## src/rtl/data_bus_bridge_pkg.sv

```systemverilog
// Shared constants and types for the data-bus bridge: FSM encoding, error read
// data default and the latched request record.
package data_bus_bridge_pkg;

  localparam logic [1:0] ST_IDLE = 2'b00;
  localparam logic [1:0] ST_WAIT = 2'b01;
  localparam logic [1:0] ST_DONE = 2'b10;

  localparam logic [31:0] ERR_RDATA_DEF = 32'hDEADBEEF;

  localparam logic ON   = 1'b1;
  localparam logic OFF  = 1'b0;
  localparam logic [31:0] ZERO = 32'h0;

  typedef struct packed {
    logic        we;
    logic [3:0]  be;
    logic [31:0] addr;
    logic [31:0] wdata;
  } mem_req_t;

endpackage

```

## src/rtl/data_bus_bridge_if.sv

```systemverilog
// Registered req/ack memory-side bus of the data-bus bridge.
interface data_bus_bridge_if;
  logic        req;
  logic        we;
  logic [3:0]  be;
  logic [31:0] addr;
  logic [31:0] wdata;
  logic        ack;
  logic [31:0] rdata;

  modport master (output req, we, be, addr, wdata, input ack, rdata);
  modport slave  (input req, we, be, addr, wdata, output ack, rdata);
endinterface

```

## src/rtl/data_bus_bridge_wait_counter.sv

```systemverilog
// Saturating 16-bit wait counter with terminal-count flag for the bus timeout.
module data_bus_bridge_wait_counter #(
  parameter int TIMEOUT_CYCLES = 255
) (
  input  logic clk_i,
  input  logic rst_ni,
  input  logic clr_i,
  input  logic en_i,
  output logic tc_o
);
  logic [15:0] cnt_q, cnt_d;

  always_comb begin
    cnt_d = cnt_q;
    if (clr_i)                       cnt_d = 16'h0;
    else if (en_i && cnt_q != 16'hFFFF) cnt_d = cnt_q + 16'd1;
  end

  always_ff @(posedge clk_i or negedge rst_ni)
    if (!rst_ni) cnt_q <= 16'h0;
    else         cnt_q <= cnt_d;

  // Fires in the WAIT cycle whose increment reaches TIMEOUT_CYCLES.
  assign tc_o = ({1'b0, cnt_q} + 17'd1) >= 17'(TIMEOUT_CYCLES);
endmodule

```

## src/rtl/data_bus_bridge.sv

```systemverilog
// Bridges a zero-wait datapath data port onto a registered req/ack memory bus,
// stalling the core until completion. Define DATA_BUS_TIMEOUT_EN for bus timeout.
module data_bus_bridge
  import data_bus_bridge_pkg::*;
#(
  parameter int          TIMEOUT_CYCLES = 255,
  parameter logic [31:0] ERR_RDATA      = ERR_RDATA_DEF
) (
  input  logic                       iCLK,
  input  logic                       iRST,
  input  logic                       iReadEnable,
  input  logic                       iWriteEnable,
  input  logic [3:0]                 iByteEnable,
  input  logic [31:0]                iAddress,
  input  logic [31:0]                iWriteData,
  output logic [31:0]                oReadData,
  output logic                       oStall,
  data_bus_bridge_if.master          mem,
  output logic                       oBusError
);
  logic [1:0]  state_q, state_d;
  logic        req_q, req_d;
  mem_req_t    lat_q, lat_d;
  logic [31:0] rdata_q, rdata_d;
  logic        err_q, err_d;
  logic        cnt_clr, cnt_en, tc, timeout;
  logic        req;

  assign req = iReadEnable | iWriteEnable;

  data_bus_bridge_wait_counter #(.TIMEOUT_CYCLES(TIMEOUT_CYCLES)) u_wait_cnt (
    .clk_i  (iCLK),
    .rst_ni (iRST),
    .clr_i  (cnt_clr),
    .en_i   (cnt_en),
    .tc_o   (tc)
  );

`ifdef DATA_BUS_TIMEOUT_EN
  assign timeout = tc;
`else
  logic unused_tc;
  assign unused_tc = tc;
  assign timeout   = OFF;
`endif

  always_comb begin
    state_d = state_q;
    req_d   = req_q;
    lat_d   = lat_q;
    rdata_d = rdata_q;
    err_d   = err_q;
    cnt_clr = OFF;
    cnt_en  = OFF;
    case (state_q)
      ST_IDLE: if (req) begin
        lat_d.we    = iWriteEnable;
        lat_d.be    = iWriteEnable ? iByteEnable : 4'b1111;
        lat_d.addr  = iAddress;
        lat_d.wdata = iWriteData;
        req_d       = ON;
        cnt_clr     = ON;
        state_d     = ST_WAIT;
      end
      ST_WAIT: begin
        cnt_en = ON;
        // Ack beats a coincident timeout.
        if (mem.ack) begin
          if (!lat_q.we) rdata_d = mem.rdata;
          req_d   = OFF;
          state_d = ST_DONE;
        end else if (timeout) begin
          rdata_d = ERR_RDATA;
          err_d   = ON;
          req_d   = OFF;
          state_d = ST_DONE;
        end
      end
      // Leave DONE regardless of req so the committed access is not replayed.
      ST_DONE: state_d = ST_IDLE;
      default: state_d = ST_IDLE;
    endcase
  end

  always_ff @(posedge iCLK or negedge iRST)
    if (!iRST) begin
      state_q <= ST_IDLE;
      req_q   <= OFF;
      lat_q   <= '0;
      rdata_q <= ZERO;
      err_q   <= OFF;
    end else begin
      state_q <= state_d;
      req_q   <= req_d;
      lat_q   <= lat_d;
      rdata_q <= rdata_d;
      err_q   <= err_d;
    end

  // No stall while reset is held: the core is being reset with us.
  assign oStall    = iRST & (((state_q == ST_IDLE) & req) | (state_q == ST_WAIT));
  assign oReadData = rdata_q;
  assign oBusError = err_q;

  assign mem.req   = req_q;
  assign mem.we    = lat_q.we;
  assign mem.be    = lat_q.be;
  assign mem.addr  = lat_q.addr;
  assign mem.wdata = lat_q.wdata;
endmodule

```

## src/flat_wrapper.sv

```systemverilog
// flat-port wrapper written by rule: the top's interface ports become plain ports
module data_bus_bridge_flat import data_bus_bridge_pkg::*;
#(
  parameter int          TIMEOUT_CYCLES = 255,
  parameter logic [31:0] ERR_RDATA      = ERR_RDATA_DEF
)
  (iCLK, iRST, iReadEnable, iWriteEnable, iByteEnable, iAddress, iWriteData, oReadData, oStall, oBusError, mem_req, mem_we, mem_be, mem_addr, mem_wdata, mem_ack, mem_rdata);
  data_bus_bridge_if mem_i ();
  input  logic iCLK;
  input  logic iRST;
  input  logic iReadEnable;
  input  logic iWriteEnable;
  input  logic [3:0] iByteEnable;
  input  logic [31:0] iAddress;
  input  logic [31:0] iWriteData;
  output logic [31:0] oReadData;
  output logic oStall;
  output logic oBusError;
  output wire logic [$bits(mem_i.req)-1:0] mem_req;
  output wire logic [$bits(mem_i.we)-1:0] mem_we;
  output wire logic [$bits(mem_i.be)-1:0] mem_be;
  output wire logic [$bits(mem_i.addr)-1:0] mem_addr;
  output wire logic [$bits(mem_i.wdata)-1:0] mem_wdata;
  input wire logic [$bits(mem_i.ack)-1:0] mem_ack;
  input wire logic [$bits(mem_i.rdata)-1:0] mem_rdata;
  assign mem_req = mem_i.req;
  assign mem_we = mem_i.we;
  assign mem_be = mem_i.be;
  assign mem_addr = mem_i.addr;
  assign mem_wdata = mem_i.wdata;
  assign mem_i.ack = mem_ack;
  assign mem_i.rdata = mem_rdata;
  data_bus_bridge #(.TIMEOUT_CYCLES(TIMEOUT_CYCLES), .ERR_RDATA(ERR_RDATA)) u_core (.iCLK(iCLK), .iRST(iRST), .iReadEnable(iReadEnable), .iWriteEnable(iWriteEnable), .iByteEnable(iByteEnable), .iAddress(iAddress), .iWriteData(iWriteData), .oReadData(oReadData), .oStall(oStall), .mem(mem_i), .oBusError(oBusError));
endmodule
```

## config.mk

```make
export PLATFORM = sky130hd
export DESIGN_NAME = data_bus_bridge_flat
export DESIGN_NICKNAME = d
export VERILOG_FILES = /design/src/rtl/data_bus_bridge_pkg.sv /design/src/rtl/data_bus_bridge_if.sv /design/src/rtl/data_bus_bridge_wait_counter.sv /design/src/rtl/data_bus_bridge.sv /design/src/flat_wrapper.sv
export SDC_FILE = /design/constraint.sdc
export NUM_CORES = 1
export LEC_CHECK = 0
export CORE_MARGIN = 2
export CORE_UTILIZATION = 36
export DETAILED_ROUTE_END_ITERATION = 16
export GPL_TIMING_DRIVEN = 0
export PLACE_DENSITY_LB_ADDON = 0.25
export SKIP_LAST_GASP = 1
export SYNTH_ARGS = -nofsm -noshare
export SYNTH_HDL_FRONTEND = slang
export SYNTH_HIERARCHICAL = 1
export SYNTH_SLANG_ARGS = --single-unit
export TNS_END_PERCENT = 50
```

## constraint.sdc

```tcl
create_clock -name iCLK -period 1.5 [get_ports iCLK]
set_input_delay 0.3 -clock iCLK [delete_from_list [all_inputs] [get_ports iCLK]]
set_output_delay 0.3 -clock iCLK [all_outputs]
set_load 0.01 [all_outputs]
```

==> impl_metrics.tcl <==
set metrics [dict create \
    status "finished with violations" \
    violations "hold timing, setup timing" \
    postSynth.asyncResetShare_pct 100 \
    drtIter0Drc 90 \
    synth_seq_cells 104 \
    rsz0062_at_grt "yes" \
    fin_skew_ns 0.0108 \
    tns_ns -4.57 \
    routed_wirelength_um 10700 \
    clkSinkCount 104 \
    die_x_um 111 \
    drive_gt1_share_pct 31.8 \
    netlist_instances 231 \
    critical_path_required_ns 1.71 \
    yosys.area.top_type "dfrtp_1" \
    yosysSeqAreaShare_pct 63.0 \
    setup.worst_path.class "register to register" \
    antenna_found_initial 0 \
    drc 0 \
    cts_made_buffers 9 \
    critPathLaunchType "register" \
    finalWorstSetupSlack_ns -0.0752 \
    start_util_pct 36.5 \
    synth_edf_count 0 \
    wl_per_cell_um 17.5 \
    portBuffers 207 \
    fmax_mhz 635 \
    muxShareOfSynthArea_pct 29.3 \
    cts-root-buf "clkbuf_16" \
    holdWs_ns -0.176 \
    syn2layout_area_growth_pct 74.1 \
    ys.flop_type "dfrtp_1" \
    gp_congestion 0.761 \
    yosys-top-cells-count "dfrtp_1 (104), mux2_2 (61), mux2_4 (35)" \
    hold_viol 47 \
    hold_path_class "input pin to asynchronous set/reset pin" \
    power_leakage_uw 0.00340 \
    dpl_worst_slack_ns -0.812 \
    ant_nets 0 \
    arrival_ns 1.79 \
    reg2reg_from "u_core/state_q[1]" \
    synth_top_cell_area_share_pct 63.0 \
    core.rowCount 39 \
    vias 2844 \
    fin_nets 571 \
    yosys-top-cells-area "dfrtp_1 (63%), mux2_2 (17%), mux2_4 (13%)" \
    min_period_ns 1.58 \
    clk-insertion-delay-late_ns 0.34 \
    path_clk_slew_ns 0.07 \
    die_y_um 111 \
    cp-end-kind "register" \
    r2r_slack_ns -0.08 \
    r2r_end "u_core/oReadData[30]" \
    dr.pass1.iters 4 \
    num_io_pins 209 \
    final_max_slew_viol_count 0 \
    cellPowerDensity_mw_per_mm2 1980 \
    cts-htree-levels 3 \
    grt_pass1_vias 3106 \
    synth_fa_ha_area_share_pct 0 \
    grt_pass1_wl_um 16700 \
    synth.distinct_cells 20 \
    yosys.area_share.simple_pct 1.45 \
    grt_max_degree 50 \
    setup_viol 124 \
    cts_tree "built" \
    dp.final_hpwl_um 7400 \
    antenna_cells_inserted 0 \
    yosysWarningCount 6 \
    post-route-period-util_pct 105 \
    grt_usage_pct 17.4 \
    core_region_area_mm2 0.0113 \
    syn_nets 336 \
    avgViaCountPerCell 4.63 \
    synthXorXnorAreaFrac_pct 0 \
    synth_top_family_by_area "multiplexers" \
    avgSynthCellArea_um2 17.9 \
    maxCapViolations 0 \
    rr_worst_depth 6 \
    path_max_fanout 10 \
    num-fill-cells 869 \
    synth-compound-area-share_pct 1.63 \
    dieArea_mm2 0.0124 \
    grt_overflow 0 \
    syn_area_mm2 0.00413 \
    peakVddDrop_mv 0.995 \
    yosysMostFrequentCell "dfrtp_1" \
    cts_max_path_buffers 2 \
]
[routing by layer]
layer | part of all wire (%) | GRT usage (%) | wire length [um]
met1 | 40 | 20.7 | 4270
met2 | 49 | 28.1 | 5220
met3 | 11 | 8.97 | 1220
met4 | 0.33 | 4.20 | 35
met5 | 0 | 0 | 0
[worst max-delay path, cell delays in order, from the launching register on]
cell	delay, ns
dfrtp_1	0.40
and3b_1	0.24
nor2b_4	0.14
buf_6	0.12
buf_12	0.11
buf_12	0.14
mux2_4	0.30
[layout by cell type (no fill, tap or decap), drive strengths merged, types with 2 or more instances in the layout]
cell,n
dlygate4sd2,36
bufinv,4
clkdlybuf4s50,137
dlymetal6s2s,32
clkinv,2
bufbuf,2
buf,26
clkbuf,14
dfrtp,104
o22a,4
nand2,2
mux2,96
[report_power, final]
| part | internal (uW) | switching (uW) |
|---|---|---|
| Clock | 1840 | 996 |
| Sequential | 4180 | 717 |
| Combinational | 4240 | 2280 |
| Total | 10300 | 3990 |
[registers in the layout (all words and copies together) (netlist names)]
signal,flops
u_core/mem.addr,32
u_core/mem.wdata,32
u_core/state_q,2
u_core/mem.we,1
u_core/mem.req,1
u_core/mem.be,4
u_core/oReadData,32
[layout make-up]
class	count	area [um^2]	share of cell area, %
clock inverters	6	130	1.81
flip-flops and latches	104	2600	36.2
well taps	143	179	2.49
plain buffers	11	190	2.64
multi-input cells	114	1430	19.8
repair buffers	226	2430	33.7
clock buffers	10	239	3.32
[metrics by stage]
stage / util [%] / total power, uW / area, um^2 / std cells
2_1_floorplan: - / 7770 / 4140 / 231
3_3_place_gp: 56.4 / 11200 / 6390 / 581
3_5_place_dp: 56.6 / 11400 / 6410 / 582
4_1_cts: 61.1 / 14200 / 6910 / 610
5_1_grt: 63.5 / 15000 / 7190 / 614
6_report: 63.5 / 14200 / 7190 / 614
[what timing repair did]
action	4_1_cts	5_1_grt
pin swaps	1	5
cloned	3	4
hold endpoints to repair	47	47
gates resized for setup	45	63
endpoints found under the setup margin	197	169
buffers inserted	10	2
[kinds of logic after synthesis]
| family | count (synthesis) |
|---|---|
| buffers and inverters | 13 |
| AO/OA/AOI/OAI | 8 |
| flip-flops | 104 |
| multiplexers | 96 |
| other | 1 |
| AND/OR/NAND/NOR | 9 |
[worst max-delay path by stage]
stage,startpoint,end,slack [ns]
floorplan,u_core/state_q[0],u_core/mem.addr[12],0.02
global placement,iRST,oStall,-4.01
detailed placement,iRST,oStall,-0.81
CTS,u_core/state_q[1],oStall,-0.07
global route,u_core/state_q[0],u_core/mem.addr[31],-0.16
finish,u_core/state_q[1],u_core/oReadData[30],-0.08
Power figures use the tool's default switching activity.
